$ cat src/rtl/inst_fetch_bus_if_if.sv
// Wishbone-classic read bus bundle used by the instruction fetch master.
//
// Signals:
//   wb_adr_o  32  bus address            (master -> slave)
//   wb_dat_i  32  bus read data          (slave  -> master)
//   wb_ack_i   1  bus acknowledge        (slave  -> master)
//   wb_cyc_o   1  bus cycle valid        (master -> slave)
//   wb_stb_o   1  bus strobe             (master -> slave)
//   wb_we_o    1  write enable, always 0 (master -> slave)
//   wb_sel_o   4  byte selects           (master -> slave)
interface inst_fetch_bus_if_if;
    logic [31:0] wb_adr_o;
    logic [31:0] wb_dat_i;
    logic        wb_ack_i;
    logic        wb_cyc_o;
    logic        wb_stb_o;
    logic        wb_we_o;
    logic [3:0]  wb_sel_o;

    modport master (
        output wb_adr_o,
        input  wb_dat_i,
        input  wb_ack_i,
        output wb_cyc_o,
        output wb_stb_o,
        output wb_we_o,
        output wb_sel_o
    );

    modport slave (
        input  wb_adr_o,
        output wb_dat_i,
        output wb_ack_i,
        input  wb_cyc_o,
        input  wb_stb_o,
        input  wb_we_o,
        input  wb_sel_o
    );
endinterface

$ cat src/rtl/inst_fetch_bus_if.sv
// Instruction-side Wishbone-classic bus master sitting right after the PC
// register. Turns a pc/ce request into a single-beat read, forwards the
// fetched word to the IF/ID register, requests a pipeline stall while the
// bus is slow, honours pipeline flush and aborts hung cycles on timeout.
//
// Ports:
//   clk         system clock, rising edge
//   rst         synchronous active-high reset
//   stall[5:0]  pipeline stall vector (stall[1] = IF held)
//   flush       pipeline flush
//   cpu_ce_i    fetch enable from PC stage
//   cpu_addr_i  fetch address from PC stage
//   cpu_data_o  instruction to IF/ID register
//   stallreq_o  fetch stall request
//   bus_err_o   one-cycle pulse on timeout abort
//   wb          Wishbone master port (see inst_fetch_bus_if_if)
module inst_fetch_bus_if #(
    parameter int unsigned TIMEOUT_CYCLES = 255,   // 0 disables, max 255
    parameter logic [31:0] NOP_WORD       = 32'h0000_0000
) (
    input  logic                       clk,
    input  logic                       rst,
    input  logic [5:0]                 stall,
    input  logic                       flush,
    input  logic                       cpu_ce_i,
    input  logic [31:0]                cpu_addr_i,
    output logic [31:0]                cpu_data_o,
    output logic                       stallreq_o,
    output logic                       bus_err_o,
    inst_fetch_bus_if_if.master        wb
);

    typedef enum logic [1:0] {
        IDLE,
        BUSY,
        WAIT_STALL
    } state_t;

    localparam bit         TIMEOUT_EN   = (TIMEOUT_CYCLES != 0);
    localparam logic [7:0] TIMEOUT_LAST = TIMEOUT_EN ? 8'(TIMEOUT_CYCLES - 1) : 8'd0;

    state_t      state;
    logic [31:0] rd_buf;    // word held while the pipeline is stalled
    logic [7:0]  timer;     // BUSY cycles elapsed without ack

    // Read-only master.
    assign wb.wb_we_o = 1'b0;

    // NOTE: every register here is written with <= so all of them update
    // from the same pre-edge values; blocking writes would make later
    // statements see half-updated state.
    always_ff @(posedge clk) begin
        if (rst) begin
            // Dropping cyc/stb here also means an ack arriving after reset
            // has nothing to match and is ignored.
            state       <= IDLE;
            wb.wb_cyc_o <= 1'b0;
            wb.wb_stb_o <= 1'b0;
            wb.wb_adr_o <= 32'h0;
            wb.wb_sel_o <= 4'b0000;
            bus_err_o   <= 1'b0;
            rd_buf      <= NOP_WORD;
            timer       <= 8'd0;
        end else begin
            bus_err_o <= 1'b0;
            case (state)
                IDLE: begin
                    if (cpu_ce_i && !flush) begin
                        wb.wb_cyc_o <= 1'b1;
                        wb.wb_stb_o <= 1'b1;
                        wb.wb_adr_o <= cpu_addr_i;
                        wb.wb_sel_o <= 4'b1111;
                        timer       <= 8'd0;
                        state       <= BUSY;
                    end
                end

                BUSY: begin
                    if (flush) begin
                        // A same-cycle ack is deliberately thrown away.
                        wb.wb_cyc_o <= 1'b0;
                        wb.wb_stb_o <= 1'b0;
                        wb.wb_sel_o <= 4'b0000;
                        wb.wb_adr_o <= 32'h0;
                        state       <= IDLE;
                    end else if (wb.wb_ack_i) begin
                        wb.wb_cyc_o <= 1'b0;
                        wb.wb_stb_o <= 1'b0;
                        wb.wb_sel_o <= 4'b0000;
                        wb.wb_adr_o <= 32'h0;
                        rd_buf      <= wb.wb_dat_i;
                        // The word was forwarded this cycle; if IF is held it
                        // must be replayed from the buffer until released.
                        state       <= (stall != 6'd0) ? WAIT_STALL : IDLE;
                    end else if (TIMEOUT_EN && timer == TIMEOUT_LAST) begin
                        wb.wb_cyc_o <= 1'b0;
                        wb.wb_stb_o <= 1'b0;
                        wb.wb_sel_o <= 4'b0000;
                        wb.wb_adr_o <= 32'h0;
                        rd_buf      <= NOP_WORD;
                        bus_err_o   <= 1'b1;
                        state       <= IDLE;
                    end else begin
                        // Address stays as captured; pc changes are ignored.
                        timer <= timer + 8'd1;
                    end
                end

                WAIT_STALL: begin
                    if (flush) begin
                        rd_buf <= NOP_WORD;
                        state  <= IDLE;
                    end else if (stall == 6'd0) begin
                        state <= IDLE;
                    end
                end

                default: state <= IDLE;
            endcase
        end
    end

    // NOTE: both outputs get a default before the case so no path leaves
    // them unassigned, which would otherwise infer a latch.
    always_comb begin
        stallreq_o = 1'b0;
        cpu_data_o = NOP_WORD;
        case (state)
            BUSY: begin
                if (wb.wb_ack_i && !flush) begin
                    // Zero-latency forward of the bus data.
                    cpu_data_o = wb.wb_dat_i;
                end else begin
                    stallreq_o = !flush;
                end
            end
            WAIT_STALL: cpu_data_o = rd_buf;
            default: ;
        endcase
    end

endmodule
$ cat src/flat_wrapper.sv
// flat-port wrapper written by rule: the top's interface ports become plain ports
module inst_fetch_bus_if_flat 
#(
    parameter int unsigned TIMEOUT_CYCLES = 255,                         
    parameter logic [31:0] NOP_WORD       = 32'h0000_0000
)
  (clk, rst, stall, flush, cpu_ce_i, cpu_addr_i, cpu_data_o, stallreq_o, bus_err_o, wb_wb_adr_o, wb_wb_dat_i, wb_wb_ack_i, wb_wb_cyc_o, wb_wb_stb_o, wb_wb_we_o, wb_wb_sel_o);
  inst_fetch_bus_if_if wb_i ();
  input  logic clk;
  input  logic rst;
  input  logic [5:0] stall;
  input  logic flush;
  input  logic cpu_ce_i;
  input  logic [31:0] cpu_addr_i;
  output logic [31:0] cpu_data_o;
  output logic stallreq_o;
  output logic bus_err_o;
  output wire logic [$bits(wb_i.wb_adr_o)-1:0] wb_wb_adr_o;
  input wire logic [$bits(wb_i.wb_dat_i)-1:0] wb_wb_dat_i;
  input wire logic [$bits(wb_i.wb_ack_i)-1:0] wb_wb_ack_i;
  output wire logic [$bits(wb_i.wb_cyc_o)-1:0] wb_wb_cyc_o;
  output wire logic [$bits(wb_i.wb_stb_o)-1:0] wb_wb_stb_o;
  output wire logic [$bits(wb_i.wb_we_o)-1:0] wb_wb_we_o;
  output wire logic [$bits(wb_i.wb_sel_o)-1:0] wb_wb_sel_o;
  assign wb_wb_adr_o = wb_i.wb_adr_o;
  assign wb_i.wb_dat_i = wb_wb_dat_i;
  assign wb_i.wb_ack_i = wb_wb_ack_i;
  assign wb_wb_cyc_o = wb_i.wb_cyc_o;
  assign wb_wb_stb_o = wb_i.wb_stb_o;
  assign wb_wb_we_o = wb_i.wb_we_o;
  assign wb_wb_sel_o = wb_i.wb_sel_o;
  inst_fetch_bus_if #(.TIMEOUT_CYCLES(TIMEOUT_CYCLES), .NOP_WORD(NOP_WORD)) u_core (.clk(clk), .rst(rst), .stall(stall), .flush(flush), .cpu_ce_i(cpu_ce_i), .cpu_addr_i(cpu_addr_i), .cpu_data_o(cpu_data_o), .stallreq_o(stallreq_o), .bus_err_o(bus_err_o), .wb(wb_i));
endmodule
$ cat config.mk
export PLATFORM = sky130hd
export DESIGN_NAME = inst_fetch_bus_if_flat
export DESIGN_NICKNAME = d
export VERILOG_FILES = /design/src/rtl/inst_fetch_bus_if_if.sv /design/src/rtl/inst_fetch_bus_if.sv /design/src/flat_wrapper.sv
export SDC_FILE = /design/constraint.sdc
export NUM_CORES = 1
export LEC_CHECK = 0
export ABC_AREA = 1
export CORE_MARGIN = 2
export CORE_UTILIZATION = 50
export CTS_BUF_LIST = sky130_fd_sc_hd__clkbuf_8
export DETAILED_ROUTE_END_ITERATION = 7
export GPL_TIMING_DRIVEN = 0
export PLACE_DENSITY = 0.93
export RECOVER_POWER = 100
export SETUP_SLACK_MARGIN = 0.5
export SLEW_MARGIN = 0
export SYNTH_ARGS = -nofsm -noshare
export SYNTH_HDL_FRONTEND = slang
export SYNTH_SLANG_ARGS = --single-unit
$ cat constraint.sdc
create_clock -name clk -period 3.3 [get_ports clk]
set_input_delay 0.99 -clock clk [delete_from_list [all_inputs] [get_ports clk]]
set_output_delay 0.99 -clock clk [all_outputs]
set_load 0.02 [all_outputs]
==> results.toml, run 1 <==
[die]
io-pin-count = 148
die_area_um2 = 8740
die_w_um = 93.5
std_cell_rows = 32
dieHeight_um = 93.5
coreArea_um2 = 7730
start_util = 0.518

[drt]
drt-initial-drc-count = 383
drc_errors = 0
final_antenna_net_count = 0
dr.pass1.iters = 7
num_vias = 4439
avgRoutedWirePerCell_um = 16.4
routed_wl_um = 13300
vias_per_cell = 5.48

[sta]
fmax_mhz = 325
worst_slack_ps = 227
hold_violations = 0
slew_headroom = 0.485
worst_pin_slew_ps = 772
rsz0062_at_grt = "yes"
finalSetupTns_ps = 0
fin_crit_sh = 0.931
fin_crit_ps = 3070
skew_ps = 11.2
fin_hold_ws_ps = 459
finalSetupViolCount = 0
drv_slew = 0

[critical_path]
cp.arrival_ps = 2080
cp_slowest_cell = "dfxtp_1"
cp-start-kind = "flip-flop"
path_class = "reg2out"
crit_path_cell_trace = "inv_1, ha_1, inv_1, clkbuf_2, a21oi_1, clkbuf_1"
crit_top_cell = "inv_1"
path_buf_inv = 4
end_kind = "primary output"
cpPeakStageDelay_ps = 410
cp_max_fo = 10
path_delay_family = "buffers and inverters"
cp_data_required_time_ps = 2310

[final_layout]
drive_gt1_frac = 0.218
diodes = 0
fin_nets = 783
seqCellArea_um2 = 1520
syn_to_final_growth_pct = 45.8
multi_input_area_um2 = 2260
nFillCells = 594
postLayoutCoreUtil = 0.756

[placement]
portBuffers = 145
dpl.hpwl_um = 8950
dpl_worst_slack_ps = -685
gp_congestion = 0.863

[grt]
antenna_found_initial = 0
grt_max_degree = 13
grt.total_usage = 0.291
grt_pass1_vias = 4440
grt_pass1_wl_um = 20300
overflow = 0

[logic_synthesis]
avgSynthCellArea_um2 = 7.47
synth_nets = 616
syn-cell-area_um2 = 4000
ys_ff_latch = 76
yosysSeqAreaShare = 0.380
syn_inst = 536
yosysUniqueCellTypes = 29
ys_warn_count = 0

[power]
vdd_drop_max_mv = 0.452
p_total_w = 0.00425
power.density_nw_per_um2 = 728
leakage_nw = 2.30

[clock_network]
cts_tree = "yes"
cts_made_buffers = 9
cts_hold_buf = 0
htreeDepth = 3
clock_latency_ps = 350
cts_sinks = 76
cts_buffer_depth = 2
cts_root_buf = "clkbuf_8"
clkTransAtPathRegs_ps = 80

[status]
status = "complete, no violations"

[flow_run]
max_cap_violations = 0

[worst_hold_path]
hold_class = "reg2reg"
-- per-layer routing --
layer / vias to the layer above / part of all wire / GRT usage
li1: 2092 / - / -
met1: 2096 / 0.38 / 0.327
met2: 220 / 0.51 / 0.500
met3: 31 / 0.093 / 0.103
met4: 0 / 0.021 / 0.116
met5: - / 0 / 0
-- power breakdown --
part	internal (W)	switching [W]	total [W]
Sequential	0.00111	0.000117	0.00123
Clock	0.000440	0.000347	0.000787
Combinational	0.000774	0.00146	0.00224
-- metrics by stage --
step	area, um^2	cells
finish	5840	810
CTS	5920	808
detailed placement	5580	783
global route	5840	810
floorplan	4000	536
global placement	5580	783
-- cell usage in the layout, fill, tap and decap left out, types with 2 or more instances in the layout --
cell type	Yosys	routed
inv_1	14	15
inv_4	0	3
nand2_1	161	144
dlygate4sd2_1	0	18
clkbuf_1	14	42
a21oi_4	1	7
dfxtp_1	76	75
bufinv_16	0	2
dlygate4sd3_1	0	41
clkdlybuf4s50_1	0	48
nor2_1	26	28
buf_6	10	8
nor3_2	30	30
ha_1	5	4
nand3_1	9	9
dlymetal6s2s_1	0	3
nor2_2	4	2
buf_2	7	6
buf_8	0	4
nand2_2	1	8
buf_4	12	22
clkbuf_8	0	10
clkbuf_2	0	6
nor3_1	2	2
a21oi_1	110	111
nand2_4	3	13
a21oi_2	30	23
o21ai_0	4	4
inv_2	5	3
nand4_1	3	3
nor2_4	2	2
-- synthesized netlist by cell type --
cell type,instances,share of area
nand2_1,161,0.15
a21oi_1,110,0.14
dfxtp_1,76,0.38
a21oi_2,30,0.066
nor3_2,30,0.075
nor2_1,26,0.024
clkbuf_1,14,0.013
inv_1,14,0.013
buf_4,12,0.023
buf_6,10,0.028
nand3_1,9,0.011
buf_2,7,0.0087
ha_1,5,0.016
inv_2,5,0.0047
nor2_2,4,0.0062
o21ai_0,4,0.0050
nand2_4,3,0.0084
nand4_1,3,0.0047
nor2_4,2,0.0056
nor3_1,2,0.0025
a21o_1,1,0.0019
a21oi_4,1,0.0041
conb_1,1,0.00094
nand2_2,1,0.0016
nor3b_1,1,0.0019
nor4_1,1,0.0016
o21a_1,1,0.0019
o21ai_1,1,0.0012
o21bai_1,1,0.0019
-- tightest hold or removal path, stage by stage (launching register included) --
cell,delay (ps)
dfxtp_1,310
nand2_1,60
a21oi_1,50
-- logic make-up (layout without fill, tap and decap cells) --
logic type / Yosys count / in the layout / share of synthesized area
and+or+nand+nor: 243 / 243 / 0.294
AOI/OAI and AO/OA: 149 / 149 / 0.219
DFF: 76 / 76 / 0.380
buffers and inverters: 62 / 234 / 0.0903
adders and majority gates: 5 / 5 / 0.0156
other: 1 / 1 / 0.000937
-- state kept, by name (all words and copies together), names as in the netlist --
register            cells
u_core.bus_err_o        1
u_core.wb.wb_sel_o      1
u_core.wb.wb_adr_o     32
u_core.state            2
u_core.rd_buf          32
u_core.timer            8
-- final cells by class --
class,instances,area share
Clock inverter,6,0.0137
Sequential cell,76,0.261
Timing Repair inverter,1,0.00107
Multi-Input combinational cell,398,0.387
Timing Repair Buffer,155,0.232
Tap cell,102,0.0219
Inverter,19,0.0144
Buffer,43,0.0450
Clock buffer,10,0.0236
-- path summary, 6_finish.rpt --
| check | startpoint | to | slack [ps] | depth (start not counted) |
|---|---|---|---|---|
| worst max-delay path | u_core.state[0]$_SDFFE_PP0P_ | cpu_data_o[30] | 230 | 6 |
| worst max register to register | u_core.state[0]$_SDFFE_PP0P_ | u_core.rd_buf[14]$_SDFFE_PP0P_ | 830 | 10 |
| worst min register to register | u_core.wb.wb_adr_o[25]$_SDFFE_PP0P_ | u_core.wb.wb_adr_o[25]$_SDFFE_PP0P_ | 460 | 2 |
| worst min-delay path | u_core.wb.wb_adr_o[25]$_SDFFE_PP0P_ | u_core.wb.wb_adr_o[25]$_SDFFE_PP0P_ | 460 | 2 |
-- timing repair --
item,CTS,global route
cloned,4,0
buffers inserted,5,2
setup endpoints to repair,33,33
resized for setup,245,61
pin swaps,10,17
(Power assumes the default switching activity.)
==> run 2: changes to the inputs <==
--- a/config.mk
+++ b/config.mk
@@ -11,7 +11,7 @@
 export CTS_BUF_LIST = sky130_fd_sc_hd__clkbuf_8
 export DETAILED_ROUTE_END_ITERATION = 7
 export GPL_TIMING_DRIVEN = 0
-export PLACE_DENSITY = 0.93
+export PLACE_DENSITY_LB_ADDON = 0.3
 export RECOVER_POWER = 100
 export SETUP_SLACK_MARGIN = 0.5
 export SLEW_MARGIN = 0
==> results.toml, run 2 (same netlist as run 1, synthesis figures left out) <==
[status]
status = "complete, no violations"

[power]
leakage_nw = 2.42
vdd_drop_max_mv = 0.438
power.density_nw_per_um2 = 724

[die]
dieHeight_um = 93.5
std_cell_rows = 32
start_util = 0.518
die_area_um2 = 8740
io-pin-count = 148
coreArea_um2 = 7730
die_w_um = 93.5

[sta]
fmax_mhz = 326
fin_hold_ws_ps = 460
drv_slew = 0
worst_pin_slew_ps = 750
fin_crit_ps = 3070
skew_ps = 8.04
hold_violations = 0
rsz0062_at_grt = "yes"
slew_headroom = 0.500
fin_crit_sh = 0.930
finalSetupViolCount = 0

[critical_path]
timing.rr.end = "u_core.rd_buf[15]$_SDFFE_PP0P_"
reg2reg_depth = 10
cp_data_required_time_ps = 2310
crit_start = "flush"
path_class = "in2out"
cp_max_fo = 5
cp.arrival_ps = 2080
crit_end = "cpu_data_o[15]"
r2r-start = "u_core.state[0]$_SDFFE_PP0P_"
r2r_setup_slack_ps = 900
end_kind = "primary output"
cp-start-kind = "primary input"

[clock_network]
clock_latency_ps = 350
cts_sinks = 76
cts_tree = "yes"
cts_made_buffers = 9
clkTransAtPathRegs_ps = 80
htreeDepth = 3
cts_root_buf = "clkbuf_8"
cts_buffer_depth = 2

[final_layout]
final_common_cell = "nand2_1"
fin_nets = 785
postLayoutCoreUtil = 0.781
syn_to_final_growth_pct = 50.8
layout_common_cells = "144 x nand2_1, 115 x a21oi_1, 74 x dfxtp_1"
drive_gt1_frac = 0.254
reg_top3 = "u_core.rd_buf x32, u_core.wb.wb_adr_o x32, u_core.timer x8"
diodes = 0

[grt]
grt_pass1_wl_um = 19800
antenna_found_initial = 0
overflow = 0
grt.total_usage = 0.280
grt_max_degree = 15
grt_pass1_vias = 4333

[placement]
dpl.hpwl_um = 8240
gp_congestion = 0.953
portBuffers = 145

[drt]
vias_per_cell = 5.52
num_vias = 4484
avgRoutedWirePerCell_um = 16.0
drc_errors = 0
final_antenna_net_count = 0
routed_wl_um = 13000
dr.pass1.iters = 5
drt-initial-drc-count = 256

[worst_hold_path]
hold_class = "reg2reg"

[flow_run]
max_cap_violations = 0
==> run 2: per-stage QoR <==
stage	instances	power, W	setup WS [ps]	instance area (um^2)	TNS (ps)
floorplan	536	0.00282	526	4000	0
global route	812	0.00463	180	6040	0
detailed placement	783	0.00346	-720	5580	-19960
global placement	783	0.00339	-673	5580	-19150
CTS	811	0.00445	397	6010	0
finish	812	0.00437	232	6040	0
==> run 2: where the power goes <==
part	internal (W)	leakage, nW	switching [W]
logic	0.000809	1.69	0.00145
clock network	0.000508	0.116	0.000375
registers	0.00111	0.622	0.000117
==> run 2: final cells by class <==
type	count	area, um^2
Timing Repair Buffer	157	1510
Buffer	43	275
Multi-Input combinational cell	398	2260
Sequential cell	76	1520
Tap cell	102	128
Clock buffer	9	124
Timing Repair inverter	1	8.76
Fill cell	546	1690
Clock inverter	7	123
Inverter	19	83.8
==> run 2: worst min path at each step <==
| stage | startpoint | endpoint | slack, ps | depth (start not counted) |
|---|---|---|---|---|
| 3_5_place_dp | u_core.wb.wb_adr_o[10]$_SDFFE_PP0P_ | u_core.wb.wb_adr_o[10]$_SDFFE_PP0P_ | 450 | 2 |
| 2_1_floorplan | u_core.state[0]$_SDFFE_PP0P_ | u_core.state[0]$_SDFFE_PP0P_ | 460 | 2 |
| 5_1_grt | u_core.wb.wb_adr_o[15]$_SDFFE_PP0P_ | u_core.wb.wb_adr_o[15]$_SDFFE_PP0P_ | 480 | 2 |
| 6_report | u_core.wb.wb_adr_o[10]$_SDFFE_PP0P_ | u_core.wb.wb_adr_o[10]$_SDFFE_PP0P_ | 460 | 2 |
| 4_1_cts | u_core.wb.wb_adr_o[10]$_SDFFE_PP0P_ | u_core.wb.wb_adr_o[10]$_SDFFE_PP0P_ | 460 | 2 |
| 3_3_place_gp | u_core.wb.wb_adr_o[20]$_SDFFE_PP0P_ | u_core.wb.wb_adr_o[20]$_SDFFE_PP0P_ | 440 | 2 |
==> run 2: timing repair <==
| item | in CTS | in global routing |
|---|---|---|
| endpoints found under the setup margin | 33 | 33 |
| gates cloned | 4 | 0 |
| hold buffers | 0 | 0 |
| gates resized for setup | 247 | 60 |
| pin swaps | 10 | 19 |
| setup buffers | 8 | 1 |
==> run 2: worst max-delay path: stages <==
cell     delay (ps)
buf_8           100
nor2_4          100
nand2_1         200
inv_8           150
buf_6           130
nand2_1          60
a21oi_1         160
buf_4           170
==> run 2: per-layer routing <==
layer  GRT usage  share of wire  vias up  routed length, um
met4       0.113          0.029        0                382
met2       0.470           0.48      246               6190
met1       0.328           0.39     2078               5100
met3      0.0959          0.099       47               1280
li1            -              -     2113                  -
met5           0              0        -                  0
